`src/rtl/pila_param_pkg.sv`:
```
// Shared stack definitions: WRAP mode encoding, operation decode and the clog2 helper.
// Pure constants and functions; no state, no latency, no flow control.
package pila_param_pkg;

    localparam int WRAP_REJECT    = 0;
    localparam int WRAP_OVERWRITE = 1;

    typedef enum logic [1:0] {
        OP_IDLE    = 2'b00,
        OP_POP     = 2'b01,
        OP_PUSH    = 2'b10,
        OP_REPLACE = 2'b11
    } stk_op_e;

    function automatic int clog2(input int value);
        int r;
        r = 0;
        for (int i = 0; i < 31; i++) begin
            if ((1 << i) < value) begin
                r = i + 1;
            end
        end
        return r;
    endfunction

    function automatic stk_op_e decode_op(input logic push, input logic pop);
        stk_op_e op;
        case ({push, pop})
            2'b10:   op = OP_PUSH;
            2'b01:   op = OP_POP;
            2'b11:   op = OP_REPLACE;
            default: op = OP_IDLE;
        endcase
        return op;
    endfunction

endpackage

```
`src/rtl/pila_param_mem.sv`:
```
// Stack storage: DEPTH x WIDTH array, one synchronous write port, one asynchronous read port.
// Write lands on the rising edge; read is combinational; never stalls. Contents are not reset.
module pila_mem
    import pila_param_pkg::*;
#(
    parameter int WIDTH = 10,
    parameter int DEPTH = 8,
    localparam int AW   = clog2(DEPTH)
)(
    input  logic             clk,
    input  logic             we,
    input  logic [AW-1:0]    waddr,
    input  logic [WIDTH-1:0] wdata,
    input  logic [AW-1:0]    raddr,
    output logic [WIDTH-1:0] rdata
);

    logic [WIDTH-1:0] mem_q [DEPTH];

    always_ff @(posedge clk) begin
        if (we) begin
            mem_q[waddr] <= wdata;
        end
    end

    assign rdata = mem_q[raddr];

endmodule

```
`src/rtl/pila_param.sv`:
```
// Parameterised LIFO (return-address stack) with show-ahead top, sticky overflow/underflow.
// Push visible on top next cycle, pop is zero-latency; never stalls (full/empty push/pop flagged).
module pila_param
    import pila_param_pkg::*;
#(
    parameter int WIDTH  = 10,
    parameter int DEPTH  = 8,
    parameter int WRAP   = WRAP_REJECT,
    localparam int CNT_W = clog2(DEPTH + 1),
    localparam int AW    = clog2(DEPTH)
)(
    input  logic             clk,
    input  logic             reset,
    input  logic             push,
    input  logic             pop,
    input  logic             clr_err,
    input  logic [WIDTH-1:0] inpush,
    output logic [WIDTH-1:0] top,
    output logic [CNT_W-1:0] count,
    output logic             empty,
    output logic             full,
    output logic             overflow,
    output logic             underflow
);

    logic [AW-1:0]    tos_q, tos_d;
    logic [CNT_W-1:0] count_q, count_d;
    logic             overflow_q, overflow_d;
    logic             underflow_q, underflow_d;

    logic [AW-1:0]    tos_inc, tos_dec;
    logic             is_empty, is_full;
    logic             mem_we;
    logic [AW-1:0]    mem_waddr;
    logic [WIDTH-1:0] mem_rdata;
    stk_op_e          op;

    assign op       = decode_op(push, pop);
    assign is_empty = (count_q == '0);
    assign is_full  = (count_q == CNT_W'(DEPTH));

    // Explicit wrap so non-power-of-two depths index correctly.
    assign tos_inc = (tos_q == AW'(DEPTH - 1)) ? '0 : tos_q + AW'(1);
    assign tos_dec = (tos_q == '0) ? AW'(DEPTH - 1) : tos_q - AW'(1);

    always_comb begin
        tos_d       = tos_q;
        count_d     = count_q;
        overflow_d  = clr_err ? 1'b0 : overflow_q;
        underflow_d = clr_err ? 1'b0 : underflow_q;
        mem_we      = 1'b0;
        mem_waddr   = tos_q;

        case (op)
            OP_PUSH: begin
                if (!is_full) begin
                    tos_d     = tos_inc;
                    count_d   = count_q + CNT_W'(1);
                    mem_we    = 1'b1;
                    mem_waddr = tos_inc;
                end else begin
                    overflow_d = 1'b1;
                    // In overwrite mode the slot after tos holds the oldest entry.
                    if (WRAP == WRAP_OVERWRITE) begin
                        tos_d     = tos_inc;
                        mem_we    = 1'b1;
                        mem_waddr = tos_inc;
                    end
                end
            end
            OP_POP: begin
                if (!is_empty) begin
                    tos_d   = tos_dec;
                    count_d = count_q - CNT_W'(1);
                end else begin
                    underflow_d = 1'b1;
                end
            end
            OP_REPLACE: begin
                if (!is_empty) begin
                    mem_we    = 1'b1;
                    mem_waddr = tos_q;
                end else begin
                    tos_d     = tos_inc;
                    count_d   = CNT_W'(1);
                    mem_we    = 1'b1;
                    mem_waddr = tos_inc;
                end
            end
            default: begin
            end
        endcase
    end

    always_ff @(posedge clk or posedge reset) begin
        if (reset) begin
            tos_q       <= AW'(DEPTH - 1);
            count_q     <= '0;
            overflow_q  <= 1'b0;
            underflow_q <= 1'b0;
        end else begin
            tos_q       <= tos_d;
            count_q     <= count_d;
            overflow_q  <= overflow_d;
            underflow_q <= underflow_d;
        end
    end

    pila_mem #(
        .WIDTH (WIDTH),
        .DEPTH (DEPTH)
    ) u_mem (
        .clk   (clk),
        .we    (mem_we & ~reset),
        .waddr (mem_waddr),
        .wdata (inpush),
        .raddr (tos_q),
        .rdata (mem_rdata)
    );

    assign top       = is_empty ? '0 : mem_rdata;
    assign count     = count_q;
    assign empty     = is_empty;
    assign full      = is_full;
    assign overflow  = overflow_q;
    assign underflow = underflow_q;

endmodule
```
`config.mk`:
```
export PLATFORM = sky130hd
export DESIGN_NAME = pila_param
export DESIGN_NICKNAME = d
export VERILOG_FILES = /design/src/rtl/pila_param_pkg.sv /design/src/rtl/pila_param_mem.sv /design/src/rtl/pila_param.sv
export SDC_FILE = /design/constraint.sdc
export NUM_CORES = 1
export LEC_CHECK = 0
export BUFFER_PORTS_ARGS = -buffer_cell sky130_fd_sc_hd__buf_2
export CAP_MARGIN = 20
export CORE_UTILIZATION = 53
export CTS_BUF_LIST = sky130_fd_sc_hd__clkbuf_16
export CTS_CLUSTER_DIAMETER = 40
export DETAILED_ROUTE_END_ITERATION = 10
export HOLD_SLACK_MARGIN = 0.15
export PLACE_DENSITY = 0.73
export SLEW_MARGIN = 10
export SYNTH_ARGS = -nofsm -noshare
export SYNTH_HDL_FRONTEND = slang
export SYNTH_SLANG_ARGS = --single-unit
```
`constraint.sdc`:
```
create_clock -name clk -period 3.2 [get_ports clk]
set_input_delay 0.32 -clock clk [delete_from_list [all_inputs] [get_ports clk]]
set_output_delay 0.32 -clock clk [all_outputs]
set_load 0.005 [all_outputs]
```
==> reports/qor.yml <==
outcome:
  status: "complete, no violations"
drt:
  drc: 0
  finalWirelength_um: 7640
  wl_per_cell_um: 19.4
  vias_per_cell: 5.95
  dr_total_vias: 2351
  drt_first_pass_iters: 5
  drtAntennaViolNets: 0
  drt_iter0_drc: 228
timing:
  hold_viol: 0
  fmax_mhz: 353
  slew_violations: 0
  fin_crit_sh_pct: 88.5
  tightest_slew_ps: 645
  fin_setup_tns_ps: 0
  finalSetupViolations: 0
  maxSlewHeadroom_pct: 57.0
  period_needed_ps: 2830
  finClkSkew_ps: 7.02
  rsz0062_at_grt: "no"
  setup_ws_ps: 369
synth:
  ys_ff_latch: 89
  netlist_instances: 246
  syn_nets: 268
  yosysTopAreaCellShare_pct: 60.5
  synth_enable_flop_cells: 80
  synth.avg_cell_area_um2: 16.1
  synth_ff_type: "edfxtp_1"
  synth_cell_types: 47
  yosys-top-cells-area: "edfxtp_1, mux4_2, dfrtp_1"
  yosysWarnings: 0
  seq_area_frac_synth_pct: 66.2
  synthArstFlopShare_pct: 10.1
  synth_area_um2: 3970
  synth_area_leader_cell: "edfxtp_1"
clock_tree:
  clockBufferDepth: 2
  cts_root_buffer: "clkbuf_16"
  clk_pin_slew_worst_paths_ps: 70
  cts_setup_buffers: 0
  h-tree-depth: 3
  cts.sinks: 89
  cts_buffers: 9
  cts_tree: "built"
  clk-insertion-delay-late_ps: 340
critical_path:
  worstSetupEndpointType: "register"
  worst-path-buf-inv: 1
  worst_setup_path_start_kind: "register"
  crit_type: "register to register"
  cp_slowest_cell: "o21a_1"
  critPathArrivalTime_ps: 2810
  path_depth: 5
  reg2reg_depth: 5
  cp_top_family: "compound AO/OA/AOI/OAI gates"
  max_stage_delay_ps: 610
  r2r_slack_ps: 370
  worstPathCellList: "or4b_1 > clkinv_4 > or3_1 > a211oi_1 > o21a_1"
  worstPathMaxFanout: 10
  worst-endpoint-required_ps: 3180
floorplan:
  io_pins: 33
  placementRows: 31
  die_w_um: 88.6
  coreArea_um2: 7250
  dieHeight_um: 88.6
  dieArea_um2: 7850
  initial_utilization_pct: 54.8
global_routing:
  antenna_found_initial: 0
  gr-total-overflow: 0
  grt_pass1_wl_um: 11800
  grt_max_degree: 24
  grt_usage_pct: 21.9
  grt_pass1_vias: 2243
hold_path:
  hold_path_depth: 2
  hold_class: "input pin to register"
place:
  dp_cells: 378
  place.gp.congestion: 0.850
  place_area_um2: 4310
  dp_hpwl_um: 4940
  portBuffers: 32
  pre_cts_ws_ps: 368
final_layout:
  antenna_cells: 0
  final_cell_count_no_fill: 395
  mostFrequentLayoutCell: "edfxtp_1"
  nets: 313
  fin_area_um2: 4610
  area_growth_pct: 16.0
  layout_common_cells: "edfxtp_1, buf_2, mux4_2, buf_4, nor2_1"
  nFillCells: 531
  drive_above_1_share_pct: 31.4
power:
  p_leak_nw: 1.69
  power_density_nw_per_um2: 871
  vdd_ir_drop_max_uv: 427
flow_run:
  drv_cap: 0
## what timing repair did
item,CTS,global route
resized for setup,0,0
endpoints found under the hold margin,9,0
hold buffers,1,0
setup endpoints to repair,0,0
## sequential cells by signal, summed over array words and instances, names as in the netlist
| register | flops |
|---|---|
| u_mem.mem_q | 80 |
| overflow | 1 |
| count | 4 |
| tos_q | 3 |
| underflow | 1 |
## cell usage after synthesis (4+ instances only)
cell and instances:
a21oi_1 9, mux2i_1 12, a22o_1 4, mux4_2 20, clkbuf_1 11, edfxtp_1 80, inv_1 9, nor2_1 15
nand2_1 9, or4_1 4, o21ai_0 6, ha_1 6, dfrtp_1 6
## report_power, final
group	switching, W	internal, W
logic	0.000761	0.000683
clock network	0.000463	0.000542
registers	0.000131	0.00144
total	0.00136	0.00266
## per-stage QoR
stage | power, W | util, % | hold WS, ps
global placement | 0.00300 | 59.5 | 305
detailed placement | 0.00303 | 59.5 | 302
floorplan | 0.00258 | - | 154
CTS | 0.00404 | 63.6 | 174
global route | 0.00426 | 63.6 | 184
finish | 0.00402 | 63.6 | 178
## final cells by class
class                           instances  area [µm²]  share of cell area, %
Clock buffer                            9         225                   4.89
Clock inverter                          7        61.3                   1.33
Inverter                               11        46.3                   1.00
Multi-Input combinational cell        130        1220                   26.5
Sequential cell                        89        2630                   57.1
Tap cell                               99         124                   2.69
Timing Repair Buffer                   50         298                   6.46
## worst paths after layout
check                      startpoint                 to
max                          count[0]  u_mem.mem_q[0][7]
min                           clr_err          underflow
max reg2reg                  count[0]  u_mem.mem_q[0][7]
min reg2reg                  overflow           overflow
max in group asynchronous       reset           tos_q[1]
min in group asynchronous       reset           overflow
## per-layer routing
metal	wire, µm	vias to the layer above	GRT usage [%]
met1	3460	1194	30.2
met2	3690	79	33.0
li1	-	1067	-
met5	0	-	0
met4	118	0	9.24
met3	376	11	6.16
## logic make-up after synthesis
logic type | after synthesis | synth area share (%)
muxes | 32 | 14.4
xor gates and xnor gates | 1 | 0.221
AOI/OAI and AO/OA | 37 | 6.49
DFF | 89 | 66.2
and+or+nand+nor | 53 | 7.34
buffers and inverters | 27 | 2.96
adders and majority gates | 7 | 2.39
(Power assumes the default switching activity.)
